### config.mk
export PLATFORM = sky130hd
export DESIGN_NAME = id_exe_pipeline_reg
export DESIGN_NICKNAME = d
export VERILOG_FILES = /design/src/rtl/pipe_pkg.sv /design/src/rtl/fwd_mux.sv /design/src/rtl/id_exe_pipeline_reg.sv
export SDC_FILE = /design/constraint.sdc
export NUM_CORES = 1
export LEC_CHECK = 0
export CAP_MARGIN = 15
export CORE_AREA = 2 2 125 127
export DETAILED_ROUTE_END_ITERATION = 16
export DIE_AREA = 0 0 127 129
export GPL_TIMING_DRIVEN = 0
export PLACE_DENSITY = 0.86
export SLEW_MARGIN = 20
export SYNTH_ARGS = -nofsm -noshare
export SYNTH_HDL_FRONTEND = slang
export SYNTH_SLANG_ARGS = --single-unit
### constraint.sdc
create_clock -name clk -period 5.5 [get_ports clk]
set_clock_uncertainty 0.15 [all_clocks]
set_input_delay 0.55 -clock clk [delete_from_list [all_inputs] [get_ports clk]]
set_output_delay 0.55 -clock clk [all_outputs]
set_load 0.01 [all_outputs]
### src/rtl/pipe_pkg.sv
// Shared definitions for the ID/EXE pipeline register: forwarding flag bit
// positions, ALU op width and the all-zero control word used for bubbles.
package pipe_pkg;

   localparam int DEP_EXE_A = 3;
   localparam int DEP_EXE_B = 2;
   localparam int DEP_MEM_A = 1;
   localparam int DEP_MEM_B = 0;

   localparam int ALUC_W = 4;

   typedef struct packed {
      logic              wreg;
      logic              sld;
      logic              wmem;
      logic              aluimm;
      logic [ALUC_W-1:0] aluc;
   } ctrl_t;

   localparam ctrl_t NOP_CTRL = '0;

endpackage

### src/rtl/fwd_mux.sv
// Three-input priority select: the EXE-stage result beats the MEM-stage
// result, and the register-file value is used when neither is flagged.
module fwd_mux #(
   parameter int DATA_W = 32
) (
   input  logic              sel_exe,
   input  logic              sel_mem,
   input  logic [DATA_W-1:0] exe_val,
   input  logic [DATA_W-1:0] mem_val,
   input  logic [DATA_W-1:0] reg_val,
   output logic [DATA_W-1:0] out_val
);

   always_comb begin
      out_val = reg_val;
      if (sel_exe) begin
         out_val = exe_val;
      end else if (sel_mem) begin
         out_val = mem_val;
      end
   end

endmodule

### src/rtl/id_exe_pipeline_reg.sv
// ID/EXE pipeline register: forwards operands, registers them with decoded
// control into EXE, inserts bubbles on load-use stall or flush, counts stalls.
module id_exe_pipeline_reg
   import pipe_pkg::*;
#(
   parameter int DATA_W = 32,
   parameter int CNT_W  = 16
) (
   input  logic              clk,
   input  logic              rst,
   input  logic [DATA_W-1:0] ID_ra,
   input  logic [DATA_W-1:0] ID_rb,
   input  logic [DATA_W-1:0] ID_imm,
   input  logic [4:0]        ID_rd,
   input  logic              ID_wreg,
   input  logic              ID_sld,
   input  logic              ID_wmem,
   input  logic              ID_aluimm,
   input  logic [ALUC_W-1:0] ID_aluc,
   input  logic [3:0]        DEPEN,
   input  logic              LOAD_DEPEN,
   input  logic              FLUSH,
   input  logic [DATA_W-1:0] EXE_fwd,
   input  logic [DATA_W-1:0] MEM_fwd,
   output logic              PC_WRITE,
   output logic              IFID_WRITE,
   output logic [DATA_W-1:0] EXE_a,
   output logic [DATA_W-1:0] EXE_b,
   output logic [DATA_W-1:0] EXE_imm,
   output logic [4:0]        EXE_rd,
   output logic              EXE_wreg,
   output logic              EXE_sld,
   output logic              EXE_wmem,
   output logic              EXE_aluimm,
   output logic [ALUC_W-1:0] EXE_aluc,
   output logic              EXE_valid,
   output logic [CNT_W-1:0]  STALL_CNT,
   output logic [CNT_W-1:0]  BUBBLE_CNT
);

   localparam logic [CNT_W-1:0] CNT_ONE = {{(CNT_W-1){1'b0}}, 1'b1};
   localparam logic [CNT_W-1:0] CNT_MAX = '1;

   logic              stall;
   logic              bubble;
   logic [DATA_W-1:0] fwd_a;
   logic [DATA_W-1:0] fwd_b;

   logic [DATA_W-1:0] a_d, a_q;
   logic [DATA_W-1:0] b_d, b_q;
   logic [DATA_W-1:0] imm_d, imm_q;
   logic [4:0]        rd_d, rd_q;
   ctrl_t             ctrl_d, ctrl_q;
   logic              valid_d, valid_q;
   logic [CNT_W-1:0]  stall_cnt_d, stall_cnt_q;
   logic [CNT_W-1:0]  bubble_cnt_d, bubble_cnt_q;

   assign stall      = ~LOAD_DEPEN;
   assign bubble     = stall | FLUSH;
   assign PC_WRITE   = LOAD_DEPEN;
   assign IFID_WRITE = LOAD_DEPEN;

   fwd_mux #(.DATA_W(DATA_W)) u_fwd_a (
      .sel_exe (DEPEN[DEP_EXE_A]),
      .sel_mem (DEPEN[DEP_MEM_A]),
      .exe_val (EXE_fwd),
      .mem_val (MEM_fwd),
      .reg_val (ID_ra),
      .out_val (fwd_a)
   );

   fwd_mux #(.DATA_W(DATA_W)) u_fwd_b (
      .sel_exe (DEPEN[DEP_EXE_B]),
      .sel_mem (DEPEN[DEP_MEM_B]),
      .exe_val (EXE_fwd),
      .mem_val (MEM_fwd),
      .reg_val (ID_rb),
      .out_val (fwd_b)
   );

   always_comb begin
      a_d     = '0;
      b_d     = '0;
      imm_d   = '0;
      rd_d    = '0;
      ctrl_d  = NOP_CTRL;
      valid_d = 1'b0;
      if (!bubble) begin
         a_d     = fwd_a;
         b_d     = fwd_b;
         imm_d   = ID_imm;
         rd_d    = ID_rd;
         ctrl_d  = '{wreg: ID_wreg, sld: ID_sld, wmem: ID_wmem,
                     aluimm: ID_aluimm, aluc: ID_aluc};
         valid_d = 1'b1;
      end
   end

   // Counters hold at all-ones instead of wrapping back to zero.
   always_comb begin
      stall_cnt_d  = stall_cnt_q;
      bubble_cnt_d = bubble_cnt_q;
      if (stall && stall_cnt_q != CNT_MAX) begin
         stall_cnt_d = stall_cnt_q + CNT_ONE;
      end
      if (bubble && bubble_cnt_q != CNT_MAX) begin
         bubble_cnt_d = bubble_cnt_q + CNT_ONE;
      end
   end

   always_ff @(posedge clk) begin
      if (rst) begin
         a_q          <= '0;
         b_q          <= '0;
         imm_q        <= '0;
         rd_q         <= '0;
         ctrl_q       <= NOP_CTRL;
         valid_q      <= 1'b0;
         stall_cnt_q  <= '0;
         bubble_cnt_q <= '0;
      end else begin
         a_q          <= a_d;
         b_q          <= b_d;
         imm_q        <= imm_d;
         rd_q         <= rd_d;
         ctrl_q       <= ctrl_d;
         valid_q      <= valid_d;
         stall_cnt_q  <= stall_cnt_d;
         bubble_cnt_q <= bubble_cnt_d;
      end
   end

   assign EXE_a      = a_q;
   assign EXE_b      = b_q;
   assign EXE_imm    = imm_q;
   assign EXE_rd     = rd_q;
   assign EXE_wreg   = ctrl_q.wreg;
   assign EXE_sld    = ctrl_q.sld;
   assign EXE_wmem   = ctrl_q.wmem;
   assign EXE_aluimm = ctrl_q.aluimm;
   assign EXE_aluc   = ctrl_q.aluc;
   assign EXE_valid  = valid_q;
   assign STALL_CNT  = stall_cnt_q;
   assign BUBBLE_CNT = bubble_cnt_q;

endmodule
==> results.cfg, run 1 <==
[clocking]
clk_pin_slew_ps = 60
post_cts_buffers = 0
clockBufferDepth = 2
numCtsBuffers = 17
cts_num_sinks = 142
cts_hold_buf = 0
cts_resized = 0
tritoncts = done
htreeDepth = 4
clockRootBuffer = clkbuf_16
clk_latency_ps = 420

[synth]
synth_edf_count = 0
async_flop_share_pct = 0
yosys_register_bits = 142
yosysUniqueCellTypes = 51
ys_seq_area_share_pct = 48.53
synth_area_per_cell_um2 = 8.971
yosys_most_used_dff = dfxtp_1
netlist_area_um2 = 5858
yosys_warnings = 0
synth_nets = 836
synthCells = 653

[final_layout]
finalNonFillerCells = 1192
nets = 1174
area_growth_pct = 69.07
post_route_cells_drive_above_1_share_pct = 6.076
post-route-util_pct = 66.13
design_area_um2 = 9905
n_antenna_cell = 0
nFillCells = 1217

[sta]
fin_crit_ps = 2679
setup_viol = 0
final.period_utilization_pct = 48.70
tightestPinTransition_ps = 645.0
slew_violations = 0
slew_headroom_pct = 56.67
hold_violations = 0
rsz0062_at_grt = no
clock.fmax_mhz = 373.3
setup_tns_ps = 0

[global_route]
grt_start_max_net_pins = 17
grt_pass1_wl_um = 32620
gr-total-overflow = 0
antenna_found_initial = 2
track_usage_pct = 26.09
grt_pass1_vias = 5940

[setup_path]
crit_path_top_delay_cell = clkdlybuf4s50_1
cp.arrival_ps = 1980
critPathTopFamily = buffers and inverters
r2r_setup_slack_ps = 3280
rr_endpoint = BUBBLE_CNT[9]
max_stage_delay_ps = 720
path_class = input port to output pin
worstReg2RegStart = BUBBLE_CNT[0]
crit_buf_inv = 3
crit_end = IFID_WRITE
crit_start = LOAD_DEPEN
cp-end-kind = output pin
crit_path_frequent_cell = clkdlybuf4s50_1
worstPathRequired_ps = 4800
cp.depth = 3
crit_chain = clkdlybuf4s50_1 > buf_4 > clkdlybuf4s50_1
reg2reg_depth = 5
crit_fanout = 11
cp-start-kind = input port

[die]
row_count = 45
die_h_um = 129
start_util_pct = 39.11
die_x_um = 127
die_area_um2 = 16380
core_um2 = 14980
ios = 325

[pwr]
switching_share_pct = 24.29
seq_power_share_pct = 40.4
p_int_mw = 1.999
p_sw_uw = 641.1
power_mw = 2.640
combPwrFrac_pct = 13.6
cellPowerDensity_nw_per_um2 = 266.5
p_leak_nw = 3.939
peakVddDrop_mv = 0.1893
clkPwrFrac_pct = 46.0

[run]
cap_violations = 0

[detailed_routing]
drt_first_pass_iters = 5
postRouteAntennaNets = 0
drtIter0Drc = 328
vias = 6254
routedWlPerCell_um = 18.82
via_per_inst = 5.247
wl_um = 22430
drc = 0

[placed_design]
hpwl_um = 17390
place_area_um2 = 9286
gp_congestion = 0.9575
dp_cells = 1160
port-buffer-count = 319

[min_path]
hold_class = register to register

[outcome]
status = completed
per-layer routing:
metal	vias to the layer above	track usage [%]	wire [um]
met3	45	10.44	2274
met1	2917	26.96	8047
met4	4	10.28	606
li1	2964	-	-
met5	-	0	34
met2	324	47.47	11470
cells in the mapped netlist (2+ instances only):
library cell | instances | area share, %
nand2_1 | 11 | 0.70
a311oi_1 | 2 | 0.30
nand4_4 | 2 | 0.73
a21oi_1 | 82 | 7.0
buf_2 | 9 | 0.77
and4_1 | 4 | 0.60
nand3b_1 | 2 | 0.26
nor4_1 | 5 | 0.53
nor2_1 | 139 | 8.9
mux2_2 | 4 | 0.77
nor3_1 | 7 | 0.60
buf_4 | 3 | 0.38
xnor2_1 | 2 | 0.30
and3_1 | 47 | 5.0
o21ai_0 | 7 | 0.60
or4_1 | 7 | 0.90
or3_1 | 6 | 0.64
ha_1 | 2 | 0.43
buf_1 | 9 | 0.58
nand3_1 | 10 | 0.85
nor2b_1 | 6 | 0.64
a211oi_1 | 4 | 0.51
o31ai_1 | 7 | 0.90
clkbuf_1 | 27 | 1.7
nor3b_1 | 2 | 0.26
a31oi_1 | 2 | 0.21
dfxtp_1 | 142 | 49
inv_1 | 8 | 0.51
a2111oi_2 | 2 | 0.51
nand4_1 | 7 | 0.75
o21a_1 | 3 | 0.38
mux2i_1 | 64 | 11
worst min-delay path by stage:
| stage | from | to | slack [ps] | depth (start not counted) |
|---|---|---|---|---|
| 4_1_cts | BUBBLE_CNT[15] | BUBBLE_CNT[15] | 380 | 2 |
| 5_1_grt | STALL_CNT[0] | STALL_CNT[0] | 410 | 2 |
| 3_3_place_gp | BUBBLE_CNT[15] | BUBBLE_CNT[14] | 360 | 2 |
| 6_report | BUBBLE_CNT[15] | BUBBLE_CNT[15] | 380 | 2 |
| 2_1_floorplan | BUBBLE_CNT[15] | BUBBLE_CNT[15] | 360 | 2 |
| 3_5_place_dp | STALL_CNT[0] | STALL_CNT[0] | 370 | 2 |
power groups by stage:
stage               logic [mW]  clock network [mW]  registers [mW]
CTS                      0.359                1.23            1.07
global route             0.383                1.27            1.07
detailed placement       0.356                   0            1.09
finish                   0.359                1.22            1.07
global placement         0.351                   0            1.09
floorplan                0.121                   0            1.10
cell type report:
| cell class | instances | area (um2) | share of cell area [%] |
|---|---|---|---|
| Buffer | 49 | 215.2 | 2.173 |
| Clock buffer | 18 | 439.2 | 4.434 |
| Clock inverter | 14 | 178.9 | 1.806 |
| Inverter | 8 | 30.03 | 0.3032 |
| Multi-Input combinational cell | 454 | 2770 | 27.97 |
| Sequential cell | 142 | 2843 | 28.70 |
| Tap cell | 188 | 235.2 | 2.375 |
| Timing Repair Buffer | 319 | 3193 | 32.24 |
kinds of logic (layout without fill, tap and decap cells):
kind of cell             count (synthesis)  after routing  share of synthesized area (%)
AO/OA/AOI/OAI                          116            116                          11.64
XOR/XNOR                                 3              3                         0.4486
adder cells (fa/ha/maj)                  2              2                         0.4271
buffers and inverters                   57            408                          4.186
flip-flops                             142            142                          48.53
multiplexers                            68             68                          11.70
AND/OR/NAND/NOR                        265            265                          23.07
worst reg2reg max path, delay by kind of cell, from the launching register on:
family / cells / cell delay [ps]
adder cells (fa/ha/maj): 1 / 360
AND/OR/NAND/NOR: 1 / 560
multiplexers: 1 / 290
AO/OA/AOI/OAI: 1 / 180
flip-flops: 1 / 470
buffers and inverters: 1 / 90
state kept, by name (all words and copies together), names as in the netlist:
register / count
EXE_b: 32
EXE_wmem: 1
EXE_a: 32
EXE_aluc: 4
EXE_rd: 5
EXE_valid: 1
BUBBLE_CNT: 16
EXE_sld: 1
EXE_wreg: 1
STALL_CNT: 16
EXE_imm: 32
EXE_aluimm: 1
metrics by stage:
| step | setup WS, ps | hold slack, ps |
|---|---|---|
| after global routing | 2727 | 406.2 |
| after floorplan | 3572 | 364.7 |
| after global placement | 2541 | 355.3 |
| final | 2821 | 384.7 |
| after detailed placement | 2483 | 374.2 |
| after CTS | 2792 | 375.2 |
cell usage in the layout (no fill, tap or decap), drive strengths merged, types with 8 or more instances in the layout:
cell,netlist,final
nor3,8,8
nor2,139,139
nand2,11,11
clkdlybuf4s50,0,319
dfxtp,142,142
nand4,10,10
nand3,10,10
and3,47,47
inv,8,14
a21oi,82,82
buf,21,21
mux2i,64,64
clkbuf,27,45
(Power assumes the default switching activity.)
==> run 2: changes to the inputs <==
- CORE_AREA: 2 2 125 127 -> unset
- CORE_UTILIZATION: unset -> 35
- DIE_AREA: 0 0 127 129 -> unset
- PLACE_DENSITY: 0.86 -> 0.82
- clock period: 5.5 -> 2.3 ns (I/O delays scaled with it)
==> run 2 against run 1 <==
  * Global-route usage decreased by 0.88 points
  * Hold slack lost 200 ps
  * Sequential power up 140%
  * Final area is essentially flat
  * Via count down 0.64%
  * Combinational power up 140%
  * Count of clock-buffer cells in the layout fell by 1
  * Register-to-register slack got worse by 3100 ps
  * Critical path type is now input port to register
  * Critical endpoint is now EXE_imm[17]
  * Largest power group unchanged
  * Highest routed layer is now met4
==> results.cfg, run 2 (synthesis results as in run 1) <==
[outcome]
status = completed

[detailed_routing]
drc = 0
routedWlPerCell_um = 17.83
postRouteAntennaNets = 0
met1_length_um = 7577
wl_um = 21790
drt_first_pass_iters = 5
drtIter0Drc = 345
route.met2.wl_um = 11160
wl_met3_um = 2288
vias = 6214
via_per_inst = 5.085
routed.top_layer = met4

[placed_design]
place_area_um2 = 9321
place_ws_ps = -383.1
port-buffer-count = 319
hpwl_um = 16940
gp_congestion = 0.9431

[setup_path]
crit_path_top_delay_cell = clkdlybuf4s50_1
max_stage_delay_ps = 720
path_class = input port to register
worstPathRequired_ps = 2520
critPathTopFamily = buffers and inverters
crit_path_frequent_cell = clkbuf_1
crit_fanout = 11
cp-start-kind = input port
cp.arrival_ps = 2340
cp-end-kind = register
crit_buf_inv = 3
crit_chain = clkdlybuf4s50_1 > nor2b_1 > clkbuf_1 > clkbuf_1 > and3_1

[global_route]
track_usage_pct = 25.21
grt_pass1_wl_um = 33220
grt_pass1_vias = 6120
gr-total-overflow = 0
grt_start_max_net_pins = 17
antenna_found_initial = 2

[clocking]
htreeDepth = 4
clk_latency_ps = 430
numCtsBuffers = 17
clockRootBuffer = clkbuf_16
cts_num_sinks = 142
tritoncts = done
clk_pin_slew_ps = 60
cts_hold_buf = 0
clockBufferDepth = 2

[pwr]
peakVddDrop_mv = 0.4777
p_leak_nw = 3.918
power_mw = 6.122
cellPowerDensity_nw_per_um2 = 617.7

[die]
die_h_um = 131.4
ios = 325
core_um2 = 16120
die_area_um2 = 17260
row_count = 46
start_util_pct = 36.35
die_x_um = 131.4

[sta]
slew_violations = 0
hold_ws_ps = 188.1
slew_headroom_pct = 61.44
clock.fmax_mhz = 470.6
rsz0062_at_grt = no
fin_ws_ps = 175.1
fin_crit_ps = 2125
final.period_utilization_pct = 92.39
hold_violations = 0
setup_viol = 0
tightestPinTransition_ps = 578.4

[final_layout]
final_cell_mix = clkdlybuf4s50_1, dfxtp_1, nor2_1
multi_input_area_um2 = 2775
final_common_cell = clkdlybuf4s50_1
nets = 1174
post-route-util_pct = 61.50
design_area_um2 = 9911
seq_area_um2 = 2843
post_route_cells_drive_above_1_share_pct = 6.375
area_growth_pct = 69.18
nFillCells = 1394

[min_path]
hold_class = input port to register

[run]
cap_violations = 0
==> run 2: cell types whose count changed in the layout (fill, tap and decap cells not counted), sizes merged <==
cell	before	now
bufinv	3	1
clkinvlp	3	5
diode	0	2
buf	21	20
inv	14	15
==> run 2: per-layer routing <==
layer | vias up | track usage [%]
li1 | 2967 | -
met5 | - | 0
met1 | 2875 | 25.65
met3 | 48 | 9.954
met4 | 0 | 11.95
met2 | 324 | 44.98
==> run 2: worst register-to-register path: stages, from the launching register on <==
cell and delay [ps]:
dfxtp_1 510, ha_1 370, nand4_1 130, nor4_1 320, buf_2 270, or4_1 140, a21oi_1 60
==> run 2: cell type report <==
type                       count  area share [%]
sequential                   142           28.68
tap                          216           2.727
antenna                        2         0.05050
clock inverter                15           1.528
buffer                        49           2.197
inverter                       8          0.3030
timing repair buffer         319           32.22
multi-input combinational    454           28.00
clock buffer                  17           4.292
==> run 2: path summary, 6_finish.rpt <==
path,to,cells after the start,slack [ps],from
max reg2reg,BUBBLE_CNT[7],6,210,BUBBLE_CNT[0]
min reg2reg,STALL_CNT[5],2,380,STALL_CNT[5]
min,STALL_CNT[14],3,190,rst
max,EXE_imm[17],5,180,LOAD_DEPEN
==> run 2: power breakdown <==
part,internal (mW),leakage [nW],total [mW],switching (mW)
Combinational,0.504,2.50,0.859,0.355
Sequential,2.52,1.15,2.55,0.0277
Clock,1.52,0.267,2.72,1.19
==> run 2: stage by stage <==
| step | cells | setup TNS [ps] |
|---|---|---|
| 5_1_grt | 1222 | 0 |
| 3_5_place_dp | 1188 | -19490 |
| 6_report | 1222 | 0 |
| 3_3_place_gp | 1188 | -20460 |
| 4_1_cts | 1220 | 0 |
| 2_1_floorplan | 653 | 0 |
==> run 2: repair_timing <==
action | in CTS | in global routing
setup buffers | 0 | 0
resized for setup | 0 | 4
setup endpoints to repair | 0 | 19
